### config.mk
export PLATFORM = sky130hd
export DESIGN_NAME = mac_learn_table
export DESIGN_NICKNAME = d
export VERILOG_FILES = /design/src/rtl/l2sw_pkg.sv /design/src/rtl/mac_learn_table.sv
export SDC_FILE = /design/constraint.sdc
export NUM_CORES = 1
export LEC_CHECK = 0
export CAP_MARGIN = 40
export CORE_MARGIN = 1
export CORE_UTILIZATION = 45
export CTS_BUF_LIST = sky130_fd_sc_hd__clkbuf_16
export DETAILED_ROUTE_END_ITERATION = 12
export GPL_TIMING_DRIVEN = 1
export HOLD_SLACK_MARGIN = 0.15
export PLACE_DENSITY = 0.63
export SYNTH_ARGS = -nofsm -noshare
export SYNTH_HDL_FRONTEND = slang
export SYNTH_SLANG_ARGS = --single-unit
### constraint.sdc
create_clock -name clk -period 17.4 [get_ports clk]
set_input_delay 3.48 -clock clk [delete_from_list [all_inputs] [get_ports clk]]
set_output_delay 3.48 -clock clk [all_outputs]
set_load 0.05 [all_outputs]
### src/rtl/l2sw_pkg.sv
// rtl/l2sw_pkg.sv - shared widths, port helpers and state encoding for the L2 learning table
package l2sw_pkg;

  localparam int MAC_W     = 48;
  localparam int NUM_PORTS = 4;
  localparam int PORT_W    = 2;
  localparam int GROUP_BIT = 40;

  typedef enum logic [2:0] {
    ST_IDLE,
    ST_AGE,
    ST_FLUSH,
    ST_SEARCH,
    ST_UPDATE,
    ST_RESP
  } state_t;

  function automatic logic [NUM_PORTS-1:0] port_onehot(input logic [PORT_W-1:0] port);
    port_onehot = NUM_PORTS'(1) << port;
  endfunction

endpackage

### src/rtl/mac_learn_table.sv
// rtl/mac_learn_table.sv - sequential-search MAC learning table with aging, flush and forwarding result
module mac_learn_table
  import l2sw_pkg::*;
#(
  parameter int ADDR_LEN = 3,
  parameter int AGE_MAX  = 3
) (
  input  logic                 clk,
  input  logic                 rst,
  input  logic                 req_valid,
  output logic                 req_ready,
  input  logic [MAC_W-1:0]     req_dst_mac,
  input  logic [MAC_W-1:0]     req_src_mac,
  input  logic [PORT_W-1:0]    req_src_port,
  output logic                 rsp_valid,
  input  logic                 rsp_ready,
  output logic [NUM_PORTS-1:0] rsp_port_mask,
  output logic                 rsp_hit,
  input  logic                 age_tick,
  input  logic                 flush
);

  localparam int                  N           = 1 << ADDR_LEN;
  localparam logic [1:0]          LP_AGE_MAX  = 2'(AGE_MAX);
  localparam logic [ADDR_LEN-1:0] LP_LAST_IDX = '1;

  state_t r_state;
  state_t w_next_state;

  logic                r_valid [N];
  logic [MAC_W-1:0]    r_mac   [N];
  logic [PORT_W-1:0]   r_port  [N];
  logic [1:0]          r_age   [N];
  logic [ADDR_LEN-1:0] r_victim;

  logic                r_tick_pend;
  logic                r_flush_pend;

  logic [MAC_W-1:0]    r_dst_mac;
  logic [MAC_W-1:0]    r_src_mac;
  logic [PORT_W-1:0]   r_src_port;
  logic [ADDR_LEN-1:0] r_idx;

  logic                r_dst_hit;
  logic [PORT_W-1:0]   r_dst_port;
  logic                r_src_hit;
  logic [ADDR_LEN-1:0] r_src_idx;
  logic                r_free_found;
  logic [ADDR_LEN-1:0] r_free_idx;

  logic                 r_rsp_valid;
  logic [NUM_PORTS-1:0] r_rsp_mask;
  logic                 r_rsp_hit;

  logic                 w_accept;
  logic                 w_entry_dst_match;
  logic                 w_entry_src_match;
  logic                 w_entry_free;
  logic [NUM_PORTS-1:0] w_mask;
  logic                 w_hit;
  logic                 w_learn_en;
  logic                 w_use_victim;
  logic [ADDR_LEN-1:0]  w_learn_idx;

  always_ff @(posedge clk or posedge rst) begin
    if (rst) begin
      r_state <= ST_IDLE;
    end else begin
      r_state <= w_next_state;
    end
  end

  always_comb begin
    w_next_state = r_state;
    case (r_state)
      ST_IDLE: begin
        if (r_flush_pend) begin
          w_next_state = ST_FLUSH;
        end else if (r_tick_pend) begin
          w_next_state = ST_AGE;
        end else if (req_valid) begin
          w_next_state = ST_SEARCH;
        end
      end
      ST_AGE:    w_next_state = ST_IDLE;
      ST_FLUSH:  w_next_state = ST_IDLE;
      ST_SEARCH: if (r_idx == LP_LAST_IDX) w_next_state = ST_UPDATE;
      ST_UPDATE: w_next_state = ST_RESP;
      ST_RESP:   if (rsp_ready) w_next_state = ST_IDLE;
      default:   w_next_state = ST_IDLE;
    endcase
  end

  always_comb begin
    req_ready     = (r_state == ST_IDLE) && !r_flush_pend && !r_tick_pend;
    rsp_valid     = r_rsp_valid;
    rsp_port_mask = r_rsp_mask;
    rsp_hit       = r_rsp_hit;
  end

  assign w_accept          = req_valid && req_ready;
  assign w_entry_dst_match = r_valid[r_idx] && (r_mac[r_idx] == r_dst_mac);
  assign w_entry_src_match = r_valid[r_idx] && (r_mac[r_idx] == r_src_mac);
  assign w_entry_free      = !r_valid[r_idx];

  // Group destinations and unknown unicast flood; a known destination behind the ingress port is filtered.
  always_comb begin
    w_mask = ~port_onehot(r_src_port);
    w_hit  = 1'b0;
    if (!r_dst_mac[GROUP_BIT] && r_dst_hit) begin
      w_hit  = 1'b1;
      w_mask = (r_dst_port == r_src_port) ? '0 : port_onehot(r_dst_port);
    end
  end

  assign w_learn_en   = (r_state == ST_UPDATE) && !r_src_mac[GROUP_BIT];
  assign w_use_victim = !r_src_hit && !r_free_found;
  assign w_learn_idx  = r_src_hit ? r_src_idx : (r_free_found ? r_free_idx : r_victim);

  always_ff @(posedge clk or posedge rst) begin
    if (rst) begin
      for (int i = 0; i < N; i++) begin
        r_valid[i] <= 1'b0;
        r_mac[i]   <= '0;
        r_port[i]  <= '0;
        r_age[i]   <= '0;
      end
      r_victim     <= '0;
      r_tick_pend  <= 1'b0;
      r_flush_pend <= 1'b0;
      r_dst_mac    <= '0;
      r_src_mac    <= '0;
      r_src_port   <= '0;
      r_idx        <= '0;
      r_dst_hit    <= 1'b0;
      r_dst_port   <= '0;
      r_src_hit    <= 1'b0;
      r_src_idx    <= '0;
      r_free_found <= 1'b0;
      r_free_idx   <= '0;
      r_rsp_valid  <= 1'b0;
      r_rsp_mask   <= '0;
      r_rsp_hit    <= 1'b0;
    end else begin
      // A pulse arriving while its flag is already set, including the serving cycle, collapses.
      if (r_state == ST_AGE) begin
        r_tick_pend <= 1'b0;
      end else if (age_tick) begin
        r_tick_pend <= 1'b1;
      end
      if (r_state == ST_FLUSH) begin
        r_flush_pend <= 1'b0;
      end else if (flush) begin
        r_flush_pend <= 1'b1;
      end

      case (r_state)
        ST_IDLE: begin
          if (w_accept) begin
            r_dst_mac    <= req_dst_mac;
            r_src_mac    <= req_src_mac;
            r_src_port   <= req_src_port;
            r_idx        <= '0;
            r_dst_hit    <= 1'b0;
            r_src_hit    <= 1'b0;
            r_free_found <= 1'b0;
          end
        end
        ST_AGE: begin
          for (int i = 0; i < N; i++) begin
            if (r_valid[i]) begin
              if (r_age[i] == LP_AGE_MAX) begin
                r_valid[i] <= 1'b0;
              end else begin
                r_age[i] <= r_age[i] + 2'd1;
              end
            end
          end
        end
        ST_FLUSH: begin
          for (int i = 0; i < N; i++) begin
            r_valid[i] <= 1'b0;
          end
          r_victim <= '0;
        end
        ST_SEARCH: begin
          if (w_entry_dst_match && !r_dst_hit) begin
            r_dst_hit  <= 1'b1;
            r_dst_port <= r_port[r_idx];
          end
          if (w_entry_src_match && !r_src_hit) begin
            r_src_hit <= 1'b1;
            r_src_idx <= r_idx;
          end
          if (w_entry_free && !r_free_found) begin
            r_free_found <= 1'b1;
            r_free_idx   <= r_idx;
          end
          r_idx <= r_idx + 1'b1;
        end
        ST_UPDATE: begin
          if (w_learn_en) begin
            r_valid[w_learn_idx] <= 1'b1;
            r_mac[w_learn_idx]   <= r_src_mac;
            r_port[w_learn_idx]  <= r_src_port;
            r_age[w_learn_idx]   <= '0;
            if (w_use_victim) begin
              r_victim <= r_victim + 1'b1;
            end
          end
          r_rsp_valid <= 1'b1;
          r_rsp_mask  <= w_mask;
          r_rsp_hit   <= w_hit;
        end
        ST_RESP: begin
          if (rsp_ready) begin
            r_rsp_valid <= 1'b0;
          end
        end
        default: ;
      endcase
    end
  end

endmodule

==> key figures <==
Timing
  – Fin crit share: a little under two fifths
  – Final worst-path setup slack: approximately 11 ns
  – RSZ-0062 raised after global routing: no
  – Worst Tran Pin Value: ~0.99 ns
  – Slew Limit Fails: 0
  – Final Skew: about 0.015 ns
  – Max-slew headroom: about a third
  – Setup TNS: 0 ns
  – Final min period: 6.46 ns
  – Fmax achieved: approximately 150 MHz
  – Final Hold Viols: 0
  – Setup violators final: 0

Setup path
  – CP arrival: about 3.0 ns
  – Delay-heaviest family, CP: buffers and inverters
  – Critical path capture point type: primary output
  – CP Max Fanout: 12
  – Kind of critical path: reg2out
  – FF-to-FF path depth: 10
  – Delay of the slowest cell on the worst path: about 0.95 ns
  – Crit-path cells: nor2_1 -> nor4b_1 -> clkdlybuf4s50_1
  – WP buf/inv: 1
  – Startpoint Class: flop
  – Worst R2R End: r_dst_port[0]$_DFFE_PP0P_
  – Crit path max-delay cell type: clkdlybuf4s50_1
  – Worst r2r src: r_idx[1]$_DFFE_PP0P_
  – Worst reg2reg setup slack: about 12 ns
  – WP data required: ~14 ns

Global routing
  – First-pass GRT wire length: 101,000 microns
  – Vias in the first global route: between 15,000 and 20,000
  – GRT Overall Usage: about 23%
  – Initial antenna violation count: 1
  – Grt total ovfl: 0
  – Pin count of the biggest net entering global routing: 187

Synth
  – Seq/Total Area, Yosys: a little over half
  – Mapped cell area: around 25,000 sq um
  – Syn. warnings: 0
  – Post-Synthesis Cells: about 2,000
  – Synth unique cells: 52
  – Most common flop cell mapped by yosys: dfrtp_1
  – Net count after synthesis: approximately 2,100
  – #FFs+latches synth: 550
  – Post-synth EDFFs: 0
  – Avg Inst Size Synth: between 10 and 15 sq um
  – Async SR Flop Fraction: 100%

Clock tree
  – Worst-path clk slew: approximately 0.05 ns
  – CTS Buf Count: a little under 60
  – CTS H-tree depth: 2
  – Post-CTS Repair Setup Buffers: 0
  – CTS Hold Bufs: 0
  – Post-cts sizing count: 0
  – CTS tree: built
  – Sink Count: between 500 and 600
  – Clock root buffer: clkbuf_16
  – Longest Clk Path Bufs: 3
  – Clk_lat worst skew: between 0.6 and 0.7 ns

Drt
  – Routed wire length: between 60,000 and 70,000 microns
  – Starting DRT DRC Count: roughly 1,100
  – Post-route ant nets: 0
  – Post-route DRC: 0
  – DR pass1 iterations: 5
  – Vias per cell: around 5.5
  – Wire length per cell: about 22 microns
  – Vias: between 15,000 and 20,000

Die
  – Total die area: ~57,000 sq um
  – I/O pin count: 111
  – # rows: 86
  – Die Wd: roughly 240 microns
  – DIE HEIGHT: about 240 microns
  – Starting density of the core: 45.6%
  – Core footprint: roughly 55,000 sq um

Place
  – HPWL after DPL: between 40,000 and 50,000 microns
  – Placed cell area: roughly 27,000 sq um
  – Final Wtd Congestion: about 0.83
  – Place WS: 11.01 ns
  – Port bufs: 110

Layout
  – Final Util: a little over half
  – Final nets: between 2,000 and 2,500
  – Share of layout cells above drive strength 1: 27.9%
  – Final instance area: 29,000 sq um
  – Syn-to-layout area delta: 14.8%
  – # diodes: 0
  – Filler cell count: around 4,700

Outcome
  – Status: finished clean

Hold path
  – Hold path endpoint: r_age[8]$_DFFE_PP0P_
  – Worst hold start: r_age[8]$_DFFE_PP0P_
  – Hold Crit Class: reg2reg
  – Worst hold path cell count: 1

Power and ir drop
  – PD cells: approximately 140 nW/um^2
  – Maximum vdd ir drop: just under 0.08 mV
  – Leakage: about 14 nW

Job
  – Total of max-cap violations: 0
==> cell usage after synthesis (all sizes together), types with 2 or more instances <==
| cell type | count | area [sq um] |
|---|---|---|
| dfrtp | 550 | 13800 |
| mux2 | 403 | 4540 |
| nand2 | 355 | 1330 |
| mux2i | 115 | 1160 |
| buf | 78 | 352 |
| clkbuf | 77 | 289 |
| xor2 | 70 | 613 |
| mux4 | 55 | 1240 |
| a22oi | 36 | 270 |
| nor2 | 35 | 131 |
| xnor2 | 26 | 228 |
| o21ai | 21 | 105 |
| a21oi | 20 | 100 |
| nand4 | 18 | 119 |
| nor2b | 17 | 106 |
| inv | 15 | 56.3 |
| nor3 | 12 | 60.1 |
| ha | 11 | 138 |
| a21o | 9 | 67.6 |
| nand2b | 8 | 50.1 |
| o22a | 8 | 70.1 |
| o22ai | 8 | 50.1 |
| nand3 | 7 | 35.0 |
| nor3b | 7 | 52.6 |
| nor4 | 7 | 58.8 |
| and2 | 6 | 37.5 |
| o21a | 4 | 30.0 |
| a221oi | 3 | 32.5 |
| or2 | 3 | 18.8 |
| a2111oi | 2 | 17.5 |
| a22o | 2 | 17.5 |
| or4 | 2 | 18.8 |
==> report_power, final <==
group / switching [mW] / total (mW) / leakage, nW / internal (mW)
Sequential: 0.313 / 1.78 / 7.51 / 1.46
Combinational: 0.623 / 1.06 / 5.54 / 0.433
Clock: 0.504 / 1.17 / 0.953 / 0.669
Total: 1.44 / 4.01 / 14.0 / 2.57
==> logic make-up after synthesis <==
group / synth area share (%)
simple gates: 8.16
mux: 27.5
buf+inv: 2.76
compound gates: 3.21
xor+xnor: 3.33
flops: 54.5
fa+ha+maj: 0.545
==> per-layer routing <==
layer	up-vias	GRT usage [%]	share of wire [%]
met1	8193	32.9	46
met4	2	7.85	3.0
met5	-	0	0.016
met3	106	4.00	4.9
li1	7059	-	-
met2	336	36.1	46
==> area by class of cell <==
type	instances	area [sq um]	share of cell area [%]
flip-flops and latches	550	13800	47.5
multi-input cells	1281	10800	37.4
repair buffers	148	1600	5.52
clock buffers	61	1530	5.26
well taps	748	936	3.23
clock inverters	46	260	0.898
inverters	15	62.6	0.216
==> cells in the final DEF (no fill, tap or decap), drive strengths merged, types with 20 or more instances in the layout <==
| cell | n |
|---|---|
| a21oi | 20 |
| a22oi | 36 |
| buf | 38 |
| clkbuf | 61 |
| clkdlybuf4s50 | 110 |
| clkinv | 23 |
| dfrtp | 550 |
| inv | 34 |
| mux2 | 403 |
| mux2i | 115 |
| mux4 | 55 |
| nand2 | 355 |
| nor2 | 35 |
| o21ai | 21 |
| xnor2 | 26 |
| xor2 | 70 |
==> flip-flops by register name, summed over array words and instances, names as in the netlist <==
signal	cells
r_dst_hit	1
r_src_port	2
rsp_hit	1
r_flush_pend	1
r_idx	3
r_src_hit	1
r_valid	8
rsp_port_mask	4
r_dst_mac	48
r_port	16
r_src_idx	3
r_free_found	1
r_free_idx	3
rsp_valid	1
r_tick_pend	1
r_victim	3
r_dst_port	2
r_age	16
r_src_mac	48
r_mac	384
r_state	3
==> worst max path at each step <==
stage / from / to / slack [ns] / cells after the start
finish: r_state[0]$_DFFE_PP0P_ / req_ready / 10.94 / 3
global route: r_state[0]$_DFFE_PP0P_ / req_ready / 10.71 / 3
CTS: r_state[0]$_DFFE_PP0P_ / req_ready / 10.90 / 3
detailed placement: rst / r_idx[0]$_DFFE_PP0P_ / 11.01 / 4
global placement: rst / r_idx[0]$_DFFE_PP0P_ / 11.09 / 4
floorplan: rst / r_age[0]$_DFFE_PP0P_ / 6.44 / 1
==> stage by stage <==
step	power [mW]	std cells	hold WS (ns)
floorplan	2.43	2001	0.446
global placement	2.82	2731	0.456
detailed placement	2.85	2742	0.470
CTS	4.04	2849	0.477
global route	4.22	2849	0.498
finish	4.01	2849	0.473
(Power assumes the default switching activity.)
